## src/rtl/csa_mp_sequencer.sv

```systemverilog
// Multi-precision add/subtract sequencer: streams NUM_WORDS 16-bit word pairs,
// LS word first, through one shared 16-bit carry-select adder.

module CarrySelectAdder (
  input  logic [15:0] A,
  input  logic [15:0] B,
  input  logic        Cin,
  output logic [15:0] Sum,
  output logic        Cout
);
  // Four 4-bit blocks; each precomputes both carry-in cases, the incoming carry selects.
  always_comb begin
    logic [4:0] s0;
    logic [4:0] s1;
    logic       c;
    c   = Cin;
    Sum = '0;
    for (int unsigned i = 0; i < 4; i++) begin
      s0 = {1'b0, A[4*i +: 4]} + {1'b0, B[4*i +: 4]};
      s1 = {1'b0, A[4*i +: 4]} + {1'b0, B[4*i +: 4]} + 5'd1;
      Sum[4*i +: 4] = c ? s1[3:0] : s0[3:0];
      c = c ? s1[4] : s0[4];
    end
    Cout = c;
  end
endmodule

module csa_mp_sequencer #(
  parameter int NUM_WORDS = 4
) (
  input  logic        clk,
  input  logic        rst,
  input  logic        start,
  input  logic        sub,
  input  logic        cin_ext,
  output logic        busy,
  input  logic        in_valid,
  output logic        in_ready,
  input  logic [15:0] in_a,
  input  logic [15:0] in_b,
  output logic        out_valid,
  input  logic        out_ready,
  output logic [15:0] out_sum,
  output logic [3:0]  out_idx,
  output logic        out_last,
  output logic        done,
  output logic        cout_final,
  output logic        zero_final,
  output logic        ovf_final
);
  typedef enum logic [1:0] {IDLE, RUN, FLUSH} state_t;

  state_t      state;
  logic        sub_q;
  logic        carry_q;
  logic [3:0]  cnt;
  logic        zero_acc;
  logic        ovf_q;

  logic [15:0] b_eff;
  logic [15:0] sum;
  logic        cout;
  logic        accept;
  logic        last_word;

  assign b_eff     = sub_q ? ~in_b : in_b;
  assign busy      = (state != IDLE);
  assign in_ready  = (state == RUN) && (!out_valid || out_ready);
  assign accept    = in_valid && in_ready;
  assign last_word = (cnt == 4'(NUM_WORDS - 1));

  CarrySelectAdder u_add (
    .A   (in_a),
    .B   (b_eff),
    .Cin (carry_q),
    .Sum (sum),
    .Cout(cout)
  );

  always_ff @(posedge clk) begin
    if (rst) begin
      state      <= IDLE;
      sub_q      <= 1'b0;
      carry_q    <= 1'b0;
      cnt        <= '0;
      zero_acc   <= 1'b0;
      ovf_q      <= 1'b0;
      out_valid  <= 1'b0;
      out_sum    <= '0;
      out_idx    <= '0;
      out_last   <= 1'b0;
      done       <= 1'b0;
      cout_final <= 1'b0;
      zero_final <= 1'b0;
      ovf_final  <= 1'b0;
    end else begin
      done <= 1'b0;
      case (state)
        IDLE: begin
          if (start) begin
            carry_q    <= sub ? 1'b1 : cin_ext;
            sub_q      <= sub;
            cnt        <= '0;
            zero_acc   <= 1'b1;
            ovf_q      <= 1'b0;
            cout_final <= 1'b0;
            zero_final <= 1'b0;
            ovf_final  <= 1'b0;
            state      <= RUN;
          end
        end
        RUN: begin
          if (accept) begin
            out_sum   <= sum;
            out_valid <= 1'b1;
            out_idx   <= cnt;
            carry_q   <= cout;
            zero_acc  <= zero_acc & (sum == 16'h0000);
            if (last_word) begin
              // Carry into bit 15 XOR carry out of bit 15.
              out_last <= 1'b1;
              ovf_q    <= in_a[15] ^ b_eff[15] ^ sum[15] ^ cout;
              state    <= FLUSH;
            end else begin
              cnt <= cnt + 4'd1;
            end
          end else if (out_valid && out_ready) begin
            out_valid <= 1'b0;
          end
        end
        FLUSH: begin
          if (out_valid && out_ready) begin
            out_valid  <= 1'b0;
            out_last   <= 1'b0;
            done       <= 1'b1;
            cout_final <= carry_q;
            zero_final <= zero_acc;
            ovf_final  <= ovf_q;
            state      <= IDLE;
          end
        end
        default: state <= IDLE;
      endcase
    end
  end
endmodule

```

## config.mk

```make
export PLATFORM = sky130hd
export DESIGN_NAME = csa_mp_sequencer
export DESIGN_NICKNAME = d
export VERILOG_FILES = /design/src/rtl/csa_mp_sequencer.sv
export SDC_FILE = /design/constraint.sdc
export NUM_CORES = 1
export LEC_CHECK = 0
export ABC_CLOCK_PERIOD_IN_PS = 3900
export CAP_MARGIN = 15
export CORE_ASPECT_RATIO = 0.75
export CORE_MARGIN = 3
export CORE_UTILIZATION = 47
export CTS_BUF_LIST = sky130_fd_sc_hd__clkbuf_4 sky130_fd_sc_hd__clkbuf_8
export DETAILED_ROUTE_END_ITERATION = 8
export PLACE_DENSITY = 0.81
export SLEW_MARGIN = 20
export SYNTH_ARGS = -nofsm -noshare
export SYNTH_HDL_FRONTEND = slang
export SYNTH_SLANG_ARGS = --single-unit
```

## constraint.sdc

```tcl
create_clock -name clk -period 3.9 [get_ports clk]
set_input_delay 1.17 -clock clk [delete_from_list [all_inputs] [get_ports clk]]
set_output_delay 1.17 -clock clk [all_outputs]
set_load 0.01 [all_outputs]
```

==> results of run 1 <==
==> Yosys cell counts (2+ instances only) <==
library cell	instances	area share, %
inv_1	14	1.9
a21oi_1	25	4.6
nand2_1	37	5.1
nand3_1	8	1.5
nor2_1	39	5.4
nor3_1	8	1.5
nor2b_1	2	0.46
fa_1	4	2.9
o2111ai_1	2	0.64
nand4_2	2	0.92
and3_1	3	0.69
buf_1	2	0.28
nor4_1	2	0.46
o21bai_1	2	0.55
xor2_1	24	7.7
a22oi_1	7	1.9
ha_1	25	11
mux2i_1	4	1.5
xnor2_1	17	5.5
a21o_1	5	1.4
clkbuf_1	11	1.5
o21ai_0	2	0.37
a211oi_1	11	3.0
dfxtp_1	36	26
and2_1	2	0.46
nand4_1	4	0.92
==> report_power, final <==
group / switching (mW) / internal [mW]
logic: 0.968 / 0.827
clock network: 0.160 / 0.125
registers: 0.0649 / 0.436
==> routing by layer <==
metal  global-route usage (%)  routed length [um]
met5                        0                   0
met4                    5.769                 278
met3                    3.420                 722
met2                    37.45                4245
met1                    32.04                3719
==> final cells by class <==
type,instances,area (um^2)
clock buffers,5,68.82
clock inverters,3,18.77
fillers,358,1310
inverters,14,52.55
multi-input cells,261,2093
flip-flops and latches,36,720.7
well taps,75,93.84
repair buffers,122,1110
==> cell families after synthesis <==
family                   count (synthesis)  share of synthesized area [%]
multiplexers                             6                          2.391
flip-flops                              36                          26.48
adder cells (fa/ha/maj)                 29                          14.44
XOR/XNOR                                42                          13.79
AO/OA/AOI/OAI                           67                          17.47
AND/OR/NAND/NOR                        117                          21.52
buffers and inverters                   28                          3.908
==> worst max-delay path by stage <==
stage	end	startpoint	cells past startpoint
2_1_floorplan	ovf_q	in_b[0]	14
3_3_place_gp	ovf_q	in_b[0]	15
3_5_place_dp	ovf_q	in_b[0]	15
4_1_cts	ovf_q	in_b[0]	15
5_1_grt	ovf_q	in_b[8]	15
6_report	ovf_q	in_b[8]	15
==> state kept, by name (all words and copies together), names as in the netlist <==
signal	cells
out_sum	16
cnt	4
out_idx	4
state	2
carry_q	1
cout_final	1
done	1
out_last	1
out_valid	1
ovf_final	1
ovf_q	1
sub_q	1
zero_acc	1
zero_final	1
==> what timing repair did <==
action | CTS | global route
pin swaps | 15 | 27
endpoints found under the hold margin | 0 | 0
resized for setup | 18 | 39
endpoints found under the setup margin | 11 | 12
setup buffers | 17 | 11
==> worst register-to-register path, delay by kind of cell, from the launching register on <==
family / cells / cell delay, ns
AND/OR/NAND/NOR: 4 / 0.76
adder cells (fa/ha/maj): 2 / 0.74
AO/OA/AOI/OAI: 3 / 0.67
XOR/XNOR: 3 / 0.49
buffers and inverters: 2 / 0.44
flip-flops: 1 / 0.40
multiplexers: 1 / 0.07
==> per-stage QoR <==
stage	total power [mW]	setup slack [ns]	TNS, ns
2_1_floorplan	1.397	-0.1623	-0.3004
3_3_place_gp	1.857	-0.5179	-4.626
3_5_place_dp	1.898	-0.7109	-6.434
4_1_cts	2.264	-0.2215	-0.9708
5_1_grt	2.717	-0.3712	-2.426
6_report	2.581	-0.2674	-1.143
==> flow_metrics.tcl, run 1 <==
set metrics [dict create \
    outcome "finished, violations left" \
    violations "negative setup slack" \
    setup.worst_path.end_class "flop" \
    wl_per_cell_um 17.38 \
    drt_iter0_drc 280 \
    start_util_pct 49.77 \
    grt_pass1_wl_um 12280 \
    grt_max_degree 37 \
    fp.dieH_um 71.90 \
    crit_top_cell "xor2_1" \
    maxSlewViolCount 0 \
    vias_per_cell 5.647 \
    hpwlAfterDp_um 5434 \
    timing.rr.start "sub_q" \
    mostFrequentLayoutCell "clkdlybuf4s50_1" \
    antenna_cells 0 \
    period_share_pct 106.9 \
    insertion_delay_ns 0.31 \
    ctsRootBufferMaster "clkbuf_8" \
    vias 2914 \
    async_flop_share_pct 0 \
    die_x_um 93.87 \
    fin_nets 508 \
    numPortBuffers 66 \
    rsz0062_at_grt "yes" \
    skew_ns 0.01099 \
    min_to "out_idx[3]" \
    crit_buf_inv 2 \
    core_area_mm2 0.005468 \
    ios 67 \
    yosys_most_used_dff "dfxtp_1" \
    drive_gt1_share_pct 24.94 \
    rrSetupSlack_ns 0.21 \
    track_usage_pct 22.92 \
    timing.final.ws_setup_ns -0.2674 \
    syn_area_mm2 0.002721 \
    hold_viol 0 \
    clock_path_buffers 2 \
    required_ns 4.10 \
    cp_max_fo 4 \
    holdPathStages 2 \
    peakVddDrop_v 0.0002614 \
    final.min_clock_period_ns 4.167 \
    power_density_mw_per_mm2 620.7 \
    r2r_cells 15 \
    path_cells "clkdlybuf4s50_1 -> xor2_1 -> ha_2 -> inv_1 -> fa_2 -> xor2_1 -> a211o_1 -> nand2_2 -> and3_1 -> mux2i_2 -> a21oi_4 -> nand4_2 -> xor2_1 -> xnor2_1 -> o41ai_2" \
    hold_path_class "flop to flop" \
    holdBufCountCts 0 \
    cts.sinks 36 \
    syn_to_final_growth_pct 52.78 \
    crit_arrival_ns 4.37 \
    synth-seq-cells 36 \
    fmax_mhz 240.0 \
    ctsHtreeMaxLevel 2 \
    final_core_util_pct 76.04 \
    synth_cell_type_count 53 \
    drc 0 \
    mostFrequentLayoutCells "clkdlybuf4s50_1 (61), buf_4 (50), nor2_1 (37)" \
    critPathMaxStageDelay_ns 0.47 \
    ant_nets 0 \
    globalRouteOverflowTotal 0 \
    place_congestion 0.8349 \
    antenna_found_initial 0 \
    place_area_mm2 0.003650 \
    fp-row-count 23 \
    final_cell_area_mm2 0.004158 \
    leakagePower_nw 1.716 \
    rr_endpoint "ovf_q" \
    wirelength_um 8966 \
    slew_headroom_pct 45.12 \
    critPathKind "primary input to flop" \
    syn_area_per_cell_um2 8.373 \
    dp_cells 482 \
    dr.pass1.iters 5 \
    cp_slowest_cell "clkdlybuf4s50_1" \
    path_delay_family "compound AO/OA/AOI/OAI gates" \
    drv_cap 0 \
    worst_hold_slack_ns 0.4528 \
    crit_path_start_kind "primary input" \
    synth.net_count 393 \
    grt_pass1_vias 2590 \
    path_clk_slew_ns 0.07 \
    synth_warnings 0 \
    worstMarginPinSlew_ns 0.8173 \
    cts_buffers 5 \
    ys_seq_area_share_pct 26.48 \
    synth_edf_count 0 \
    die_area_mm2 0.006749 \
    instances_no_fill 516 \
    hp-start "out_idx[3]" \
    cts_tree "built" \
    setup_viol_count_final 8 \
    synthCells 325 \
]
Note: power is estimated with default switching activity, not from simulation.
==> run 2, diff against run 1 <==
--- a/config.mk
+++ b/config.mk
@@ -12,6 +12,7 @@
 export CORE_UTILIZATION = 47
 export CTS_BUF_LIST = sky130_fd_sc_hd__clkbuf_4 sky130_fd_sc_hd__clkbuf_8
 export DETAILED_ROUTE_END_ITERATION = 8
+export MAX_ROUTING_LAYER = met4
 export PLACE_DENSITY = 0.81
 export SLEW_MARGIN = 20
 export SYNTH_ARGS = -nofsm -noshare
==> run 2 against run 1 <==
Effect of this change: the flow still finishes with violations (negative setup slack); critical path depth is the same; utilization is the same; setup slack lost 0.018 ns; maximum frequency shrank 0.42%; clock power is essentially flat; first-iteration DRC count grew 8.6%; non-clock buffer count is the same; sequential cell count is the same; count of clock-buffer cells in the layout is the same; clock skew grew 0.0023 ns; design area is the same; die area is the same.
==> flow_metrics.tcl, run 2 (synthesis results as in run 1) <==
set metrics [dict create \
    crit_arrival_ns 4.38 \
    rr_endpoint "ovf_q" \
    routed-wl-met2_um 4272 \
    drv_cap 0 \
    fmax_mhz 238.9 \
    place_congestion 0.8478 \
    mostFrequentLayoutCells "clkdlybuf4s50_1 (61), buf_4 (50), nor2_1 (37)" \
    seqPwrFrac_pct 19.4 \
    fill_cells 358 \
    grt_max_degree 37 \
    wirelength_um 8970 \
    hpwlAfterDp_um 5434 \
    drt_iter0_drc 304 \
    power_switching_mw 1.200 \
    largest_reg_flops 16 \
    slew_headroom_pct 45.31 \
    wl_per_cell_um 17.38 \
    setup_viol_count_final 8 \
    outcome "finished, violations left" \
    peakVddDrop_v 0.0002616 \
    timing.final.ws_setup_ns -0.2851 \
    final.setup.tns_ns -1.155 \
    antenna_cells 0 \
    fp-row-count 23 \
    insertion_delay_ns 0.31 \
    highest_layer "met4" \
    ant_nets 0 \
    fp.dieH_um 71.90 \
    vias 2949 \
    required_ns 4.09 \
    die_area_mm2 0.006749 \
    p_int_mw 1.388 \
    timing.rr.start "sub_q" \
    hp-start "out_idx[3]" \
    ios 67 \
    worstMarginPinSlew_ns 0.8144 \
    p_comb_share_pct 69.5 \
    setup.worst_path.end_class "flop" \
    globalRouteOverflowTotal 0 \
    pwr-share-clk_pct 11.0 \
    top_regs "out_sum (16), cnt (4), out_idx (4)" \
    drc 0 \
    syn_to_final_growth_pct 52.78 \
    dr.pass1.iters 7 \
    vias_per_cell 5.715 \
    leakagePower_nw 1.716 \
    path_clk_slew_ns 0.07 \
    violations "negative setup slack" \
    total_power_mw 2.588 \
    track_usage_pct 23.60 \
    p_sw_share_pct 46.38 \
    grt_pass1_vias 2593 \
    start_util_pct 49.77 \
    numPortBuffers 66 \
    skew_ns 0.01332 \
    top_register "out_sum" \
    period_share_pct 107.3 \
    die_x_um 93.87 \
    crit_path_start_kind "primary input" \
    maxSlewViolCount 0 \
    cts_tree "built" \
    hold_viol 0 \
    cts.sinks 36 \
    drive_gt1_share_pct 24.94 \
    holdPathStages 2 \
    ctsHtreeMaxLevel 2 \
    cp_max_fo 4 \
    clock_path_buffers 2 \
    mostFrequentLayoutCell "clkdlybuf4s50_1" \
    hold_path_class "flop to flop" \
    r2r_cells 15 \
    grt_pass1_wl_um 12290 \
    core_area_mm2 0.005468 \
    critPathKind "primary input to flop" \
    rsz0062_at_grt "yes" \
    dr_wl_met3_um 636 \
    antenna_found_initial 0 \
    final.min_clock_period_ns 4.185 \
    power_density_mw_per_mm2 622.4 \
    min_to "out_idx[3]" \
    ctsRootBufferMaster "clkbuf_8" \
    cts_buffers 5 \
    rrSetupSlack_ns 0.21 \
    fin_nets 508 \
    drt-met1-wl_um 3797 \
]
-- run 2: cell counts in the layout (fill, tap and decap cells not counted) --
Identical to the previous run, type by type.
-- run 2: what timing repair did --
action | 4_1_cts | 5_1_grt
buffers inserted | 17 | 11
setup endpoints to repair | 11 | 12
pin swaps | 15 | 27
gates resized for setup | 18 | 39
hold buffers | 0 | 0
-- run 2: power groups by stage --
stage                     Combinational, mW  Clock [mW]  Sequential, mW
after global placement                 1.36           0           0.497
after floorplan                       0.899           0           0.497
after global routing                   1.91       0.303           0.508
final                                  1.80       0.286           0.502
after detailed placement               1.40           0           0.500
after CTS                              1.49       0.277           0.493
-- run 2: how the worst max path moves through the flow --
stage / startpoint / end / slack, ns / cells past startpoint
after detailed placement: in_b[0] / ovf_q / -0.71 / 15
after floorplan: in_b[0] / ovf_q / -0.16 / 14
final: in_b[8] / ovf_q / -0.29 / 15
after global placement: in_b[0] / ovf_q / -0.52 / 15
after CTS: in_b[0] / ovf_q / -0.22 / 15
after global routing: in_b[8] / ovf_q / -0.37 / 15
-- run 2: area by class of cell --
cell class	instances	area [um^2]	share of cell area, %
multi-input combinational	261	2093	50.35
timing repair buffer	122	1110	26.69
sequential	36	720.7	17.33
tap	75	93.84	2.257
clock buffer	5	68.82	1.655
inverter	14	52.55	1.264
clock inverter	3	18.77	0.4514
-- run 2: through the flow --
| stage | hold slack, ns | cell area [um^2] | setup slack [ns] | cells | util, % |
|---|---|---|---|---|---|
| after CTS | 0.4566 | 3913 | -0.2215 | 507 | 71.56 |
| after detailed placement | 0.4456 | 3650 | -0.7109 | 482 | 66.75 |
| final | 0.4535 | 4158 | -0.2851 | 516 | 76.04 |
| after global placement | 0.4447 | 3650 | -0.5179 | 482 | 66.75 |
| after global routing | 0.4764 | 4158 | -0.3690 | 516 | 76.04 |
| after floorplan | 0.4536 | 2724 | -0.1623 | 325 | - |
-- run 2: critical path: stages --
cell and delay, ns:
clkdlybuf4s50_1 0.47, xor2_1 0.16, ha_2 0.20, inv_1 0.05
fa_2 0.35, xor2_1 0.19, a211o_1 0.31, nand2_2 0.13
and3_1 0.21, mux2i_2 0.10, a21oi_4 0.23, nand4_2 0.18
xor2_1 0.22, xnor2_1 0.15, o41ai_2 0.25
-- run 2: metal layers --
| layer | track usage, % | up-vias |
|---|---|---|
| met1 | 32.17 | 1399 |
| li1 | - | 1365 |
| met5 | - | - |
| met3 | 3.316 | 30 |
| met4 | 5.769 | 0 |
| met2 | 37.37 | 155 |
==> run 3, diff against run 2 <==
--- a/config.mk
+++ b/config.mk
@@ -12,8 +12,9 @@
 export CORE_UTILIZATION = 47
 export CTS_BUF_LIST = sky130_fd_sc_hd__clkbuf_4 sky130_fd_sc_hd__clkbuf_8
 export DETAILED_ROUTE_END_ITERATION = 8
+export GPL_TIMING_DRIVEN = 0
 export MAX_ROUTING_LAYER = met4
-export PLACE_DENSITY = 0.81
+export PLACE_DENSITY = 0.82
 export SLEW_MARGIN = 20
 export SYNTH_ARGS = -nofsm -noshare
 export SYNTH_HDL_FRONTEND = slang
==> run 3 against run 2 <==
Effect of this change: the run still ends with negative setup slack left; critical path type unchanged; utilization up 0.76 points; first-iteration DRC count is 27% higher; largest power group unchanged; largest cell class unchanged; non-clock buffer count decreased by 9; combinational power is 6% higher; clock skew fell by 0.0056 ns.
==> flow_metrics.tcl, run 3 (synthesis results as in run 1) <==
set metrics [dict create \
    grt_pass1_vias 2895 \
    pwr-share-clk_pct 10.2 \
    holdBufCountCts 0 \
    final.min_clock_period_ns 4.432 \
    min_to "out_idx[3]" \
    crit_path_start_kind "primary input" \
    hpwlAfterDp_um 5592 \
    top_regs "out_sum (16), cnt (4), out_idx (4)" \
    mostFrequentLayoutCell "clkdlybuf4s50_1" \
    p_sw_share_pct 48.68 \
    final_cell_area_mm2 0.004199 \
    mostFrequentLayoutCells "clkdlybuf4s50_1 (61), nor2_1 (37), dfxtp_1 (36)" \
    drt_iter0_drc 386 \
    dr.pass1.iters 5 \
    timing.rr.start "sub_q" \
    critPathKind "primary input to flop" \
    hold_viol 0 \
    wirelength_um 10470 \
    timing.final.ws_setup_ns -0.5317 \
    outcome "finished, violations left" \
    largest_reg_flops 16 \
    clock_path_buffers 2 \
    seqPwrFrac_pct 18.7 \
    path_delay_family "adder cells" \
    required_ns 4.06 \
    period_share_pct 113.6 \
    drv_cap 0 \
    peakVddDrop_v 0.0003409 \
    grt_max_degree 13 \
    insertion_delay_ns 0.30 \
    maxSlewViolCount 0 \
    setup_viol_count_final 12 \
    critPathMaxStageDelay_ns 0.58 \
    skew_ns 0.007739 \
    drc 0 \
    rr_endpoint "out_sum[13]" \
    ctsHtreeMaxLevel 2 \
    cts_buffers 5 \
    rrSetupSlack_ns -0.38 \
    ctsRootBufferMaster "clkbuf_8" \
    dp_cells 465 \
    crit_arrival_ns 4.59 \
    antenna_cells 0 \
    p_int_mw 1.380 \
    hp-start "out_idx[3]" \
    fp.dieH_um 71.90 \
    hold_path_class "flop to flop" \
    instances_no_fill 507 \
    cp.depth 17 \
    globalRouteOverflowTotal 0 \
    rsz0062_at_grt "yes" \
    place_congestion 0.9074 \
    track_usage_pct 26.45 \
    cp_slowest_cell "fa_2" \
    fp-row-count 23 \
    violations "negative setup slack" \
    cts_tree "built" \
    vias_per_cell 6.112 \
    numPortBuffers 65 \
    slew_headroom_pct 22.74 \
    cp_max_fo 4 \
    holdPathStages 2 \
    core_area_mm2 0.005468 \
    crit_buf_inv 4 \
    crit_top_cell "buf_4" \
    power_switching_mw 1.310 \
    drive_gt1_share_pct 24.31 \
    r2r_cells 16 \
    leakagePower_nw 1.674 \
    die_area_mm2 0.006749 \
    path_clk_slew_ns 0.08 \
    syn_to_final_growth_pct 54.30 \
    grt_pass1_wl_um 13770 \
    p_comb_share_pct 71.2 \
    worstMarginPinSlew_ns 1.155 \
    worst_hold_slack_ns 0.4555 \
    setup.worst_path.end_class "flop" \
    start_util_pct 49.77 \
    path_cells "buf_6 -> xor2_2 -> ha_2 -> fa_2 -> ha_4 -> nand2_4 -> or2_4 -> o31ai_4 -> buf_4 -> nor3b_4 -> mux2i_2 -> a21oi_4 -> buf_4 -> buf_4 -> mux2_4 -> nor2_1 -> nor3_1" \
    die_x_um 93.87 \
    cts.sinks 36 \
    wl_per_cell_um 20.65 \
    vias 3099 \
    ios 67 \
    antenna_found_initial 0 \
    top_register "out_sum" \
    power_density_mw_per_mm2 640.6 \
    fin_nets 499 \
    fmax_mhz 225.6 \
    ant_nets 0 \
    place_area_mm2 0.003468 \
]
-- run 3: changes by cell type in the layout (fill, tap and decap cells not counted), moves of 3 or more --
cell	before	now
a21oi_1	23	20
buf_4	50	28
xnor2_1	13	10
xor2_1	22	19
clkbuf_1	0	9
a21oi_4	1	5
-- run 3: tightest hold or removal path, stage by stage, from the launching register on --
cell and delay (ns):
dfxtp_1 0.31, nand2_1 0.05, a21oi_1 0.05
-- run 3: power groups by stage --
stage / registers [mW] / clock network [mW] / logic (mW)
detailed placement: 0.489 / 0 / 1.29
global route: 0.504 / 0.284 / 2.00
CTS: 0.490 / 0.264 / 1.47
global placement: 0.487 / 0 / 1.24
finish: 0.502 / 0.273 / 1.91
floorplan: 0.497 / 0 / 0.899
-- run 3: through the flow --
stage	setup slack, ns	power, mW	TNS (ns)	util, %
final	-0.5317	2.690	-3.539	76.80
after global routing	-0.5769	2.787	-4.404	76.80
after CTS	-0.2472	2.219	-1.192	70.64
after detailed placement	-0.8768	1.782	-7.514	63.43
after global placement	-0.7981	1.729	-6.128	63.43
after floorplan	-0.1623	1.397	-0.3004	-
-- run 3: area by class of cell --
cell class	instances	area (um^2)
Multi-Input combinational cell	261	2251
Fill cell	321	1269
Timing Repair Buffer	100	942.2
Sequential cell	36	720.7
Tap cell	75	93.84
Clock buffer	5	68.82
Inverter	14	52.55
Buffer	13	51.30
Clock inverter	3	18.77
-- run 3: metal layers --
layer,GRT usage (%),share of wire [%],up-vias,wire (um)
li1,-,-,1344,-
met1,30.89,35,1394,3687
met2,43.98,46,266,4824
met3,5.699,11,95,1143
met4,11.86,7.8,0,816
met5,-,0,-,0
-- run 3: worst max-delay path by stage --
stage                     slack (ns)          end     from
after CTS                      -0.25     zero_acc  in_b[0]
final                          -0.53  out_sum[13]  in_b[0]
after global routing           -0.58  out_sum[13]  in_b[0]
after floorplan                -0.16        ovf_q  in_b[0]
after detailed placement       -0.88        ovf_q  in_b[0]
after global placement         -0.80        ovf_q  in_b[0]
-- run 3: timing repair --
item / in CTS / in global routing
buffers inserted: 25 / 11
endpoints found under the setup margin: 12 / 13
gates resized for setup: 31 / 49
pin swaps: 17 / 16
